### config.mk
export PLATFORM = sky130hd
export DESIGN_NAME = vga_frame_engine
export DESIGN_NICKNAME = d
export VERILOG_FILES = /design/src/rtl/vga_pkg.sv /design/src/rtl/button_debounce.sv /design/src/rtl/vga_frame_engine.sv
export SDC_FILE = /design/constraint.sdc
export NUM_CORES = 1
export LEC_CHECK = 0
export ABC_AREA = 0
export BUFFER_PORTS_ARGS = -buffer_cell sky130_fd_sc_hd__buf_2
export CAP_MARGIN = 40
export CORE_AREA = 2 2 91 110
export DETAILED_ROUTE_END_ITERATION = 10
export DIE_AREA = 0 0 93 112
export GPL_ROUTABILITY_DRIVEN = 0
export PLACE_DENSITY = 0.44
export RECOVER_POWER = 25
export SLEW_MARGIN = 30
export SYNTH_ARGS = -nofsm -noshare
export SYNTH_HDL_FRONTEND = slang
export SYNTH_SLANG_ARGS = --single-unit
### constraint.sdc
create_clock -name clk -period 2.5 [get_ports clk]
set_clock_uncertainty 0.05 [all_clocks]
set_input_delay 0.25 -clock clk [delete_from_list [all_inputs] [get_ports clk]]
set_output_delay 0.25 -clock clk [all_outputs]
set_load 0.02 [all_outputs]
### src/rtl/vga_pkg.sv
// vga_pkg
//   Shared definitions for the VGA frame engine: the default 640x480@60
//   timing constants, helpers that derive line/frame totals, a counter
//   width helper and the sync polarity type.
package vga_pkg;

    localparam int DEF_H_VISIBLE = 640;
    localparam int DEF_H_FRONT   = 16;
    localparam int DEF_H_SYNC    = 96;
    localparam int DEF_H_BACK    = 48;
    localparam int DEF_V_VISIBLE = 480;
    localparam int DEF_V_FRONT   = 10;
    localparam int DEF_V_SYNC    = 2;
    localparam int DEF_V_BACK    = 33;

    typedef enum logic {
        ACTIVE_LOW  = 1'b0,
        ACTIVE_HIGH = 1'b1
    } sync_pol_e;

    function automatic int h_total(input int vis, input int fp, input int sw, input int bp);
        return vis + fp + sw + bp;
    endfunction

    function automatic int v_total(input int vis, input int fp, input int sw, input int bp);
        return vis + fp + sw + bp;
    endfunction

    // Width needed to hold 0..n-1; never returns 0 so that degenerate
    // counters (n == 1) still get a legal one-bit register.
    function automatic int clog2_min1(input int n);
        return (n <= 2) ? 1 : $clog2(n);
    endfunction

endpackage

### src/rtl/button_debounce.sv
// button_debounce
//   Brings a raw push-button into the clock domain through two flops and
//   filters it: the debounced level only follows the synchronised input
//   after it has differed from the current level for DEB_CYCLES cycles.
//   Ports:
//     clk        in   clock
//     rst_n      in   asynchronous active-low reset
//     button     in   raw asynchronous button, active-high
//     btn_level  out  debounced level
//     btn_press  out  one-cycle pulse when btn_level goes 0->1
module button_debounce
    import vga_pkg::*;
#(
    parameter int DEB_CYCLES = 250000
) (
    input  logic clk,
    input  logic rst_n,
    input  logic button,
    output logic btn_level,
    output logic btn_press
);

    localparam int DW = clog2_min1(DEB_CYCLES);
    localparam logic [DW-1:0] DEB_LAST = DW'(DEB_CYCLES - 1);

    if (DEB_CYCLES < 1) begin : g_bad_deb
        $fatal(1, "button_debounce: DEB_CYCLES must be at least 1");
    end

    logic          sync1_q, sync2_q;
    logic [DW-1:0] cnt_q, cnt_d;
    logic          level_q, level_d;
    logic          press_q, press_d;

    always_comb begin
        cnt_d   = '0;
        level_d = level_q;
        press_d = 1'b0;
        if (sync2_q != level_q) begin
            if (cnt_q == DEB_LAST) begin
                level_d = sync2_q;
                press_d = sync2_q;
            end else begin
                cnt_d = cnt_q + 1'b1;
            end
        end
    end

    always_ff @(posedge clk or negedge rst_n) begin
        if (!rst_n) begin
            sync1_q <= 1'b0;
            sync2_q <= 1'b0;
            cnt_q   <= '0;
            level_q <= 1'b0;
            press_q <= 1'b0;
        end else begin
            sync1_q <= button;
            sync2_q <= sync1_q;
            cnt_q   <= cnt_d;
            level_q <= level_d;
            press_q <= press_d;
        end
    end

    assign btn_level = level_q;
    assign btn_press = press_q;

endmodule

### src/rtl/vga_frame_engine.sv
// vga_frame_engine
//   Parametrised VGA raster timing with a frame-locked game tick and a
//   debounced button. All outputs are registered one cycle behind the
//   internal h/v counters so they stay mutually aligned.
//   Ports:
//     clk          in   pixel clock
//     rst_n        in   asynchronous active-low reset
//     tick_en      in   enables game_tick; frame count holds while low
//     button       in   raw push-button, active-high
//     HSYNC/VSYNC  out  sync pulses, asserted level = SYNC_POL
//     valid        out  pixel inside the visible area
//     curr_col     out  column, full blanking range
//     curr_row     out  row, full blanking range
//     frame_start  out  pulse at col 0, row 0
//     game_tick    out  pulse on every TICK_FRAMES-th enabled frame start
//     btn_level    out  debounced button level
//     btn_press    out  pulse on debounced press
module vga_frame_engine
    import vga_pkg::*;
#(
    parameter int        H_VISIBLE   = DEF_H_VISIBLE,
    parameter int        H_FRONT     = DEF_H_FRONT,
    parameter int        H_SYNC      = DEF_H_SYNC,
    parameter int        H_BACK      = DEF_H_BACK,
    parameter int        V_VISIBLE   = DEF_V_VISIBLE,
    parameter int        V_FRONT     = DEF_V_FRONT,
    parameter int        V_SYNC      = DEF_V_SYNC,
    parameter int        V_BACK      = DEF_V_BACK,
    parameter sync_pol_e SYNC_POL    = ACTIVE_LOW,
    parameter int        TICK_FRAMES = 1,
    parameter int        DEB_CYCLES  = 250000,
    localparam int       H_TOTAL     = h_total(H_VISIBLE, H_FRONT, H_SYNC, H_BACK),
    localparam int       V_TOTAL     = v_total(V_VISIBLE, V_FRONT, V_SYNC, V_BACK),
    localparam int       CW          = clog2_min1(H_TOTAL),
    localparam int       RW          = clog2_min1(V_TOTAL)
) (
    input  logic          clk,
    input  logic          rst_n,
    input  logic          tick_en,
    input  logic          button,
    output logic          HSYNC,
    output logic          VSYNC,
    output logic          valid,
    output logic [CW-1:0] curr_col,
    output logic [RW-1:0] curr_row,
    output logic          frame_start,
    output logic          game_tick,
    output logic          btn_level,
    output logic          btn_press
);

    if (H_VISIBLE < 1 || H_FRONT < 1 || H_SYNC < 1 || H_BACK < 1) begin : g_bad_h
        $fatal(1, "vga_frame_engine: every horizontal timing field must be at least 1");
    end
    if (V_VISIBLE < 1 || V_FRONT < 1 || V_SYNC < 1 || V_BACK < 1) begin : g_bad_v
        $fatal(1, "vga_frame_engine: every vertical timing field must be at least 1");
    end
    if (TICK_FRAMES < 1) begin : g_bad_tick
        $fatal(1, "vga_frame_engine: TICK_FRAMES must be at least 1");
    end

    localparam int FW = clog2_min1(TICK_FRAMES);

    localparam logic [CW-1:0] H_LAST   = CW'(H_TOTAL - 1);
    localparam logic [CW-1:0] H_VIS    = CW'(H_VISIBLE);
    localparam logic [CW-1:0] HS_FIRST = CW'(H_VISIBLE + H_FRONT);
    localparam logic [CW-1:0] HS_LAST  = CW'(H_VISIBLE + H_FRONT + H_SYNC - 1);
    localparam logic [RW-1:0] V_LAST   = RW'(V_TOTAL - 1);
    localparam logic [RW-1:0] V_VIS    = RW'(V_VISIBLE);
    localparam logic [RW-1:0] VS_FIRST = RW'(V_VISIBLE + V_FRONT);
    localparam logic [RW-1:0] VS_LAST  = RW'(V_VISIBLE + V_FRONT + V_SYNC - 1);
    localparam logic [FW-1:0] TICK_LAST = FW'(TICK_FRAMES - 1);

    localparam logic SYNC_ON = logic'(SYNC_POL);

    logic [CW-1:0] h_cnt_q, h_cnt_d;
    logic [RW-1:0] v_cnt_q, v_cnt_d;
    logic [FW-1:0] fcnt_q, fcnt_d;
    logic [CW-1:0] col_q;
    logic [RW-1:0] row_q;
    logic          valid_q, valid_d;
    logic          hsync_q, hsync_d;
    logic          vsync_q, vsync_d;
    logic          fs_q, fs_d;
    logic          tick_q, tick_d;

    always_comb begin
        h_cnt_d = h_cnt_q + 1'b1;
        v_cnt_d = v_cnt_q;
        if (h_cnt_q == H_LAST) begin
            h_cnt_d = '0;
            v_cnt_d = (v_cnt_q == V_LAST) ? '0 : v_cnt_q + 1'b1;
        end
    end

    // Output terms are decoded from the counters and registered, which
    // produces the one-cycle lag shared by every output.
    always_comb begin
        valid_d = (h_cnt_q < H_VIS) && (v_cnt_q < V_VIS);
        hsync_d = ((h_cnt_q >= HS_FIRST) && (h_cnt_q <= HS_LAST)) ? SYNC_ON : ~SYNC_ON;
        vsync_d = ((v_cnt_q >= VS_FIRST) && (v_cnt_q <= VS_LAST)) ? SYNC_ON : ~SYNC_ON;
        fs_d    = (h_cnt_q == '0) && (v_cnt_q == '0);
    end

    // The frame counter only moves on the origin cycle, so a tick can never
    // land mid-frame regardless of when tick_en changes.
    always_comb begin
        fcnt_d = fcnt_q;
        tick_d = 1'b0;
        if (fs_d && tick_en) begin
            if (fcnt_q == TICK_LAST) begin
                fcnt_d = '0;
                tick_d = 1'b1;
            end else begin
                fcnt_d = fcnt_q + 1'b1;
            end
        end
    end

    always_ff @(posedge clk or negedge rst_n) begin
        if (!rst_n) begin
            h_cnt_q <= '0;
            v_cnt_q <= '0;
            fcnt_q  <= '0;
            col_q   <= '0;
            row_q   <= '0;
            valid_q <= 1'b0;
            hsync_q <= ~SYNC_ON;
            vsync_q <= ~SYNC_ON;
            fs_q    <= 1'b0;
            tick_q  <= 1'b0;
        end else begin
            h_cnt_q <= h_cnt_d;
            v_cnt_q <= v_cnt_d;
            fcnt_q  <= fcnt_d;
            col_q   <= h_cnt_q;
            row_q   <= v_cnt_q;
            valid_q <= valid_d;
            hsync_q <= hsync_d;
            vsync_q <= vsync_d;
            fs_q    <= fs_d;
            tick_q  <= tick_d;
        end
    end

    assign HSYNC       = hsync_q;
    assign VSYNC       = vsync_q;
    assign valid       = valid_q;
    assign curr_col    = col_q;
    assign curr_row    = row_q;
    assign frame_start = fs_q;
    assign game_tick   = tick_q;

    button_debounce #(
        .DEB_CYCLES(DEB_CYCLES)
    ) u_debounce (
        .clk       (clk),
        .rst_n     (rst_n),
        .button    (button),
        .btn_level (btn_level),
        .btn_press (btn_press)
    );

endmodule
==> impl_metrics.json, run 1 <==
{
  "leakage_nw": 1.59,
  "drv_slew": 0,
  "r2r_cells": 5,
  "dieArea_um2": 10400,
  "worstPathArrival_ps": 2360,
  "cp.required_ps": 2710,
  "area_growth_pct": 23.5,
  "grt.total_usage": 0.119,
  "synth_fp_nets": 241,
  "setup_tns_ps": 0,
  "cts_buffer_depth": 2,
  "fin_crit_sh": 0.863,
  "hold_depth": 2,
  "dp_hpwl_um": 3770,
  "synthTopCellsByArea": "dfrtp_1, xor2_1, nand4_1, nand3_1, nor2_1",
  "drt_first_iter_violations": 79,
  "synth.yosys.seq_area_share": 0.614,
  "final_util": 0.360,
  "start_util": 0.292,
  "synth_edf_count": 0,
  "hold_viol_final": 0,
  "clock_latency_ps": 330,
  "coreArea_um2": 9370,
  "grt_pass1_wl_um": 9520,
  "dr_total_vias": 1871,
  "h-tree-depth": 3,
  "ys_ff_latch": 67,
  "netlist_area_um2": 2730,
  "postRouteAntennaNets": 0,
  "maxCapViolCount": 0,
  "io_buffers": 30,
  "synth-warning-count": 0,
  "post-route-min-period_ps": 2160,
  "fin_area_um2": 3370,
  "syn_avg_cell_area_um2": 11.8,
  "first_global_vias": 1889,
  "clock-sinks": 67,
  "clkTransAtPathRegs_ps": 50,
  "firstDrtPassIters": 4,
  "hold_buffers": 2,
  "async_flop_share": 1.00,
  "routedWlPerCell_um": 14.1,
  "synth_cell_type_count": 40,
  "multi_input_area_um2": 1000,
  "critPathKind": "flop to flop",
  "post_cts_buffers": 0,
  "tritoncts": "done",
  "routed_wl_um": 5660,
  "ios": 31,
  "die_h_um": 112,
  "die_w_um": 93,
  "cts-root-buf": "clkbuf_16",
  "overflow": 0,
  "tightest_slew_ps": 1490,
  "slowest_delay_ps": 530,
  "vdd_drop_max_v": 0.000337,
  "grt_max_degree": 43,
  "p_per_area_nw_per_um2": 722,
  "regArea_um2": 1680,
  "rsz0062_at_grt": "no",
  "post_cts.resized_instances": 0,
  "setup_viol": 0,
  "dpl-instance-area_um2": 3050,
  "relSlewSlack": 0.00960,
  "hold_path_class": "input port to flop",
  "path_cells": "ha_1, nand4_1, or3_1, or4_1, a21oi_1",
  "fill_cells": 981,
  "start_kind": "flop",
  "cts_made_buffers": 9,
  "synthTopCellsByCount": "dfrtp_1, nor2_1, xor2_1, nand3_1, nand4_1",
  "yosysTopAreaCell": "dfrtp_1",
  "slowest_stage": "or4_1",
  "worstPathMaxFanout": 7,
  "fmax_mhz": 464,
  "num_rows": 39,
  "yosysMostFrequentCell": "dfrtp_1",
  "route.detailed.drc": 0,
  "nets": 282,
  "diodes": 0,
  "antenna_found_initial": 0,
  "outcome": "complete, no violations",
  "ys.flop_type": "dfrtp_1",
  "cp-end-kind": "flop",
  "via_per_inst": 4.67,
  "synth_top_area_share": 0.595,
  "synthCells": 232,
  "drive_gt1_frac": 0.198
}
-- cell usage in the layout (no fill, tap or decap), types with 5 or more instances in the layout --
master	n
dfrtp_1	65
buf_2	29
nor2_1	20
xor2_1	18
nand3_1	17
nand4_1	14
nand2_1	11
clkbuf_16	9
nor4_1	8
xnor2_1	6
inv_1	5
o21ai_0	5
a21oi_1	5
and3_1	5
ha_1	5
-- worst max-delay path, delay by kind of cell, from the launching register on --
family,cells,cell delay (ps)
and+or+nand+nor,3,1230
DFF,1,420
adders and majority gates,1,250
AOI/OAI and AO/OA,1,150
-- report_power, final --
part           switching (W)  leakage (nW)  internal [W]
Combinational      0.0000307         0.540     0.0000138
Sequential        0.00000466         0.893       0.00109
Clock               0.000442         0.153      0.000852
-- routing by layer --
layer  part of all wire  GRT usage  up-vias  wire length (µm)
li1                   -          -      909                 -
met1               0.45      0.147      929              2520
met2               0.50      0.186       23              2850
met3              0.031     0.0365       10               173
met4              0.019     0.0608        0               108
met5                  0          0        -                 0
-- sequential cells by signal, indices dropped and copies added (netlist names) --
register              count
HSYNC                     1
VSYNC                     1
curr_col                 10
curr_row                 10
frame_start               1
game_tick                 1
h_cnt_q                  10
u_debounce.btn_level      1
u_debounce.btn_press      1
u_debounce.cnt_q         18
u_debounce.sync1_q        1
u_debounce.sync2_q        1
v_cnt_q                  10
valid                     1
-- cells by family (layout without fill, tap and decap cells) --
kind of cell / Yosys count / count (layout) / share of synthesized area
AO/OA/AOI/OAI: 20 / 20 / 0.0494
buffers and inverters: 11 / 57 / 0.0188
adder cells (fa/ha/maj): 5 / 5 / 0.0229
XOR/XNOR: 24 / 24 / 0.0769
multiplexers: 2 / 2 / 0.00778
AND/OR/NAND/NOR: 103 / 103 / 0.210
flip-flops: 67 / 67 / 0.614
-- per-stage QoR --
step | power (W) | cells | hold WS, ps | setup WS (ps)
detailed placement | 0.00116 | 383 | 259 | 356
global route | 0.00253 | 401 | 135 | 176
global placement | 0.00116 | 383 | 256 | 386
finish | 0.00243 | 401 | 121 | 344
CTS | 0.00248 | 401 | 120 | 339
floorplan | 0.00112 | 232 | -95.6 | 401
-- path summary, 6_finish.rpt --
kind                                              start                        endpoint  slack, ps
setup / recovery                   h_cnt_q[0]$_DFF_PN0_          v_cnt_q[9]$_DFFE_PN0N_        340
min in group asynchronous                         rst_n             game_tick$_DFF_PN0_        770
hold / removal                                  tick_en             game_tick$_DFF_PN0_        120
hold reg to reg            u_debounce.sync1_q$_DFF_PN0_    u_debounce.sync2_q$_DFF_PN0_        300
setup reg to reg                   h_cnt_q[0]$_DFF_PN0_          v_cnt_q[9]$_DFFE_PN0N_        340
max in group asynchronous                         rst_n  u_debounce.cnt_q[16]$_DFF_PN0_        740
-- layout make-up --
type                    instances  area share
clock inverters                 2      0.0104
flip-flops and latches         67       0.498
well taps                     123      0.0456
multi-input cells             154       0.297
inverters                       5     0.00556
repair buffers                 36      0.0627
clock buffers                  14      0.0812
Power figures use the tool's default switching activity.
==> inputs of run 2 (changes only) <==
Settings changed: CTS_CLUSTER_SIZE set to 10, RECOVER_POWER 25 to not set.
==> impl_metrics.json, run 2 (synthesized netlist as in run 1, its figures left out) <==
{
  "grt_util_met2": 0.186,
  "maxCapViolCount": 0,
  "whs_endpoint": "game_tick$_DFF_PN0_",
  "post-route-min-period_ps": 2160,
  "timing.rr.end": "v_cnt_q[9]$_DFFE_PN0N_",
  "rsz0062_at_grt": "no",
  "start_util": 0.292,
  "r2r_cells": 5,
  "grt_pass1_wl_um": 9520,
  "clock-sinks": 67,
  "ios": 31,
  "cp.required_ps": 2710,
  "dpl_worst_slack_ps": 356,
  "fmax_mhz": 464,
  "critPathKind": "flop to flop",
  "coreArea_um2": 9370,
  "clock_latency_ps": 330,
  "worstPathMaxFanout": 7,
  "cp-end-kind": "flop",
  "io_buffers": 30,
  "routedWlPerCell_um": 14.1,
  "dp_hpwl_um": 3770,
  "fin_crit_sh": 0.863,
  "hold_viol_final": 0,
  "r2r-start": "h_cnt_q[0]$_DFF_PN0_",
  "grt-busiest-layer": "met2",
  "dr_total_vias": 1871,
  "layout_commonest_cell": "dfrtp_1",
  "firstDrtPassIters": 4,
  "grt_max_degree": 43,
  "overflow": 0,
  "dieArea_um2": 10400,
  "largest_reg_flops": 18,
  "die_w_um": 93,
  "met3_usage": 0.0365,
  "worstPathArrival_ps": 2360,
  "area_growth_pct": 23.5,
  "hold_depth": 2,
  "grt.total_usage": 0.119,
  "worst_slack_ps": 344,
  "layout_common_cells": "dfrtp_1, buf_2, nor2_1",
  "relSlewSlack": 0.587,
  "grt_util_met1": 0.147,
  "routed_wl_um": 5660,
  "antenna_found_initial": 0,
  "leakage_nw": 1.59,
  "via_per_inst": 4.67,
  "die_h_um": 112,
  "cts_buffer_depth": 2,
  "h-tree-depth": 3,
  "post_cts_buffers": 0,
  "clkTransAtPathRegs_ps": 50,
  "first_global_vias": 1889,
  "nets": 282,
  "tightest_slew_ps": 620,
  "rrSetupSlack_ps": 340,
  "hold_path_class": "input port to flop",
  "num_rows": 39,
  "postRouteAntennaNets": 0,
  "start_kind": "flop",
  "diodes": 0,
  "setup_tns_ps": 0,
  "vdd_drop_max_v": 0.000337,
  "drv_slew": 0,
  "route.detailed.drc": 0,
  "top_register": "u_debounce.cnt_q",
  "tritoncts": "done",
  "drive_gt1_frac": 0.201,
  "min_from": "tick_en",
  "cts-root-buf": "clkbuf_16",
  "drt_first_iter_violations": 79,
  "setup_viol": 0,
  "p_per_area_nw_per_um2": 721,
  "cts_made_buffers": 9,
  "outcome": "complete, no violations"
}
[run 2: worst max-delay path by stage]
| stage | to | cells past startpoint | startpoint |
|---|---|---|---|
| after floorplan | v_cnt_q[9]$_DFFE_PN0N_ | 6 | h_cnt_q[5]$_DFF_PN0_ |
| after global placement | v_cnt_q[9]$_DFFE_PN0N_ | 4 | h_cnt_q[5]$_DFF_PN0_ |
| after detailed placement | v_cnt_q[9]$_DFFE_PN0N_ | 5 | h_cnt_q[0]$_DFF_PN0_ |
| after CTS | v_cnt_q[9]$_DFFE_PN0N_ | 5 | h_cnt_q[0]$_DFF_PN0_ |
| after global routing | v_cnt_q[9]$_DFFE_PN0N_ | 5 | h_cnt_q[1]$_DFF_PN0_ |
| final | v_cnt_q[9]$_DFFE_PN0N_ | 5 | h_cnt_q[0]$_DFF_PN0_ |
[run 2: stage by stage]
| stage | utilization | instance area (µm²) | instances | power (W) | hold slack, ps |
|---|---|---|---|---|---|
| floorplan | - | 2730 | 232 | 0.00112 | -95.6 |
| global placement | 0.325 | 3050 | 383 | 0.00116 | 256 |
| detailed placement | 0.325 | 3050 | 383 | 0.00116 | 259 |
| CTS | 0.360 | 3380 | 401 | 0.00248 | 120 |
| global route | 0.360 | 3380 | 401 | 0.00253 | 135 |
| finish | 0.360 | 3380 | 401 | 0.00243 | 121 |
[run 2: area by class of cell]
class	count	area (µm²)
flip-flops and latches	67	1680
clock buffers	14	274
repair buffers	36	213
inverters	5	18.8
clock inverters	2	35.0
multi-input cells	154	1000
well taps	123	154
fillers	981	5990
[run 2: worst max-delay path, cell delays in order (launching register included)]
cell and delay, ps:
dfrtp_1 420, ha_1 250, nand4_1 180, or3_1 520, or4_1 530, a21oi_1 150
[run 2: timing repair]
action | in CTS | in global routing
hold buffers | 2 | 0
gates resized for setup | 0 | 0
hold endpoints to repair | 24 | 0
[run 2: where the power goes]
part	internal, W	leakage [nW]	switching (W)
clock	0.000852	0.153	0.000442
sequential	0.00109	0.893	0.00000466
combinational	0.0000139	0.543	0.0000307
[run 2: metal layers]
layer / wire length (µm) / vias to the layer above
li1: - / 909
met1: 2530 / 929
met2: 2850 / 23
met3: 173 / 10
met4: 108 / 0
met5: 0 / -
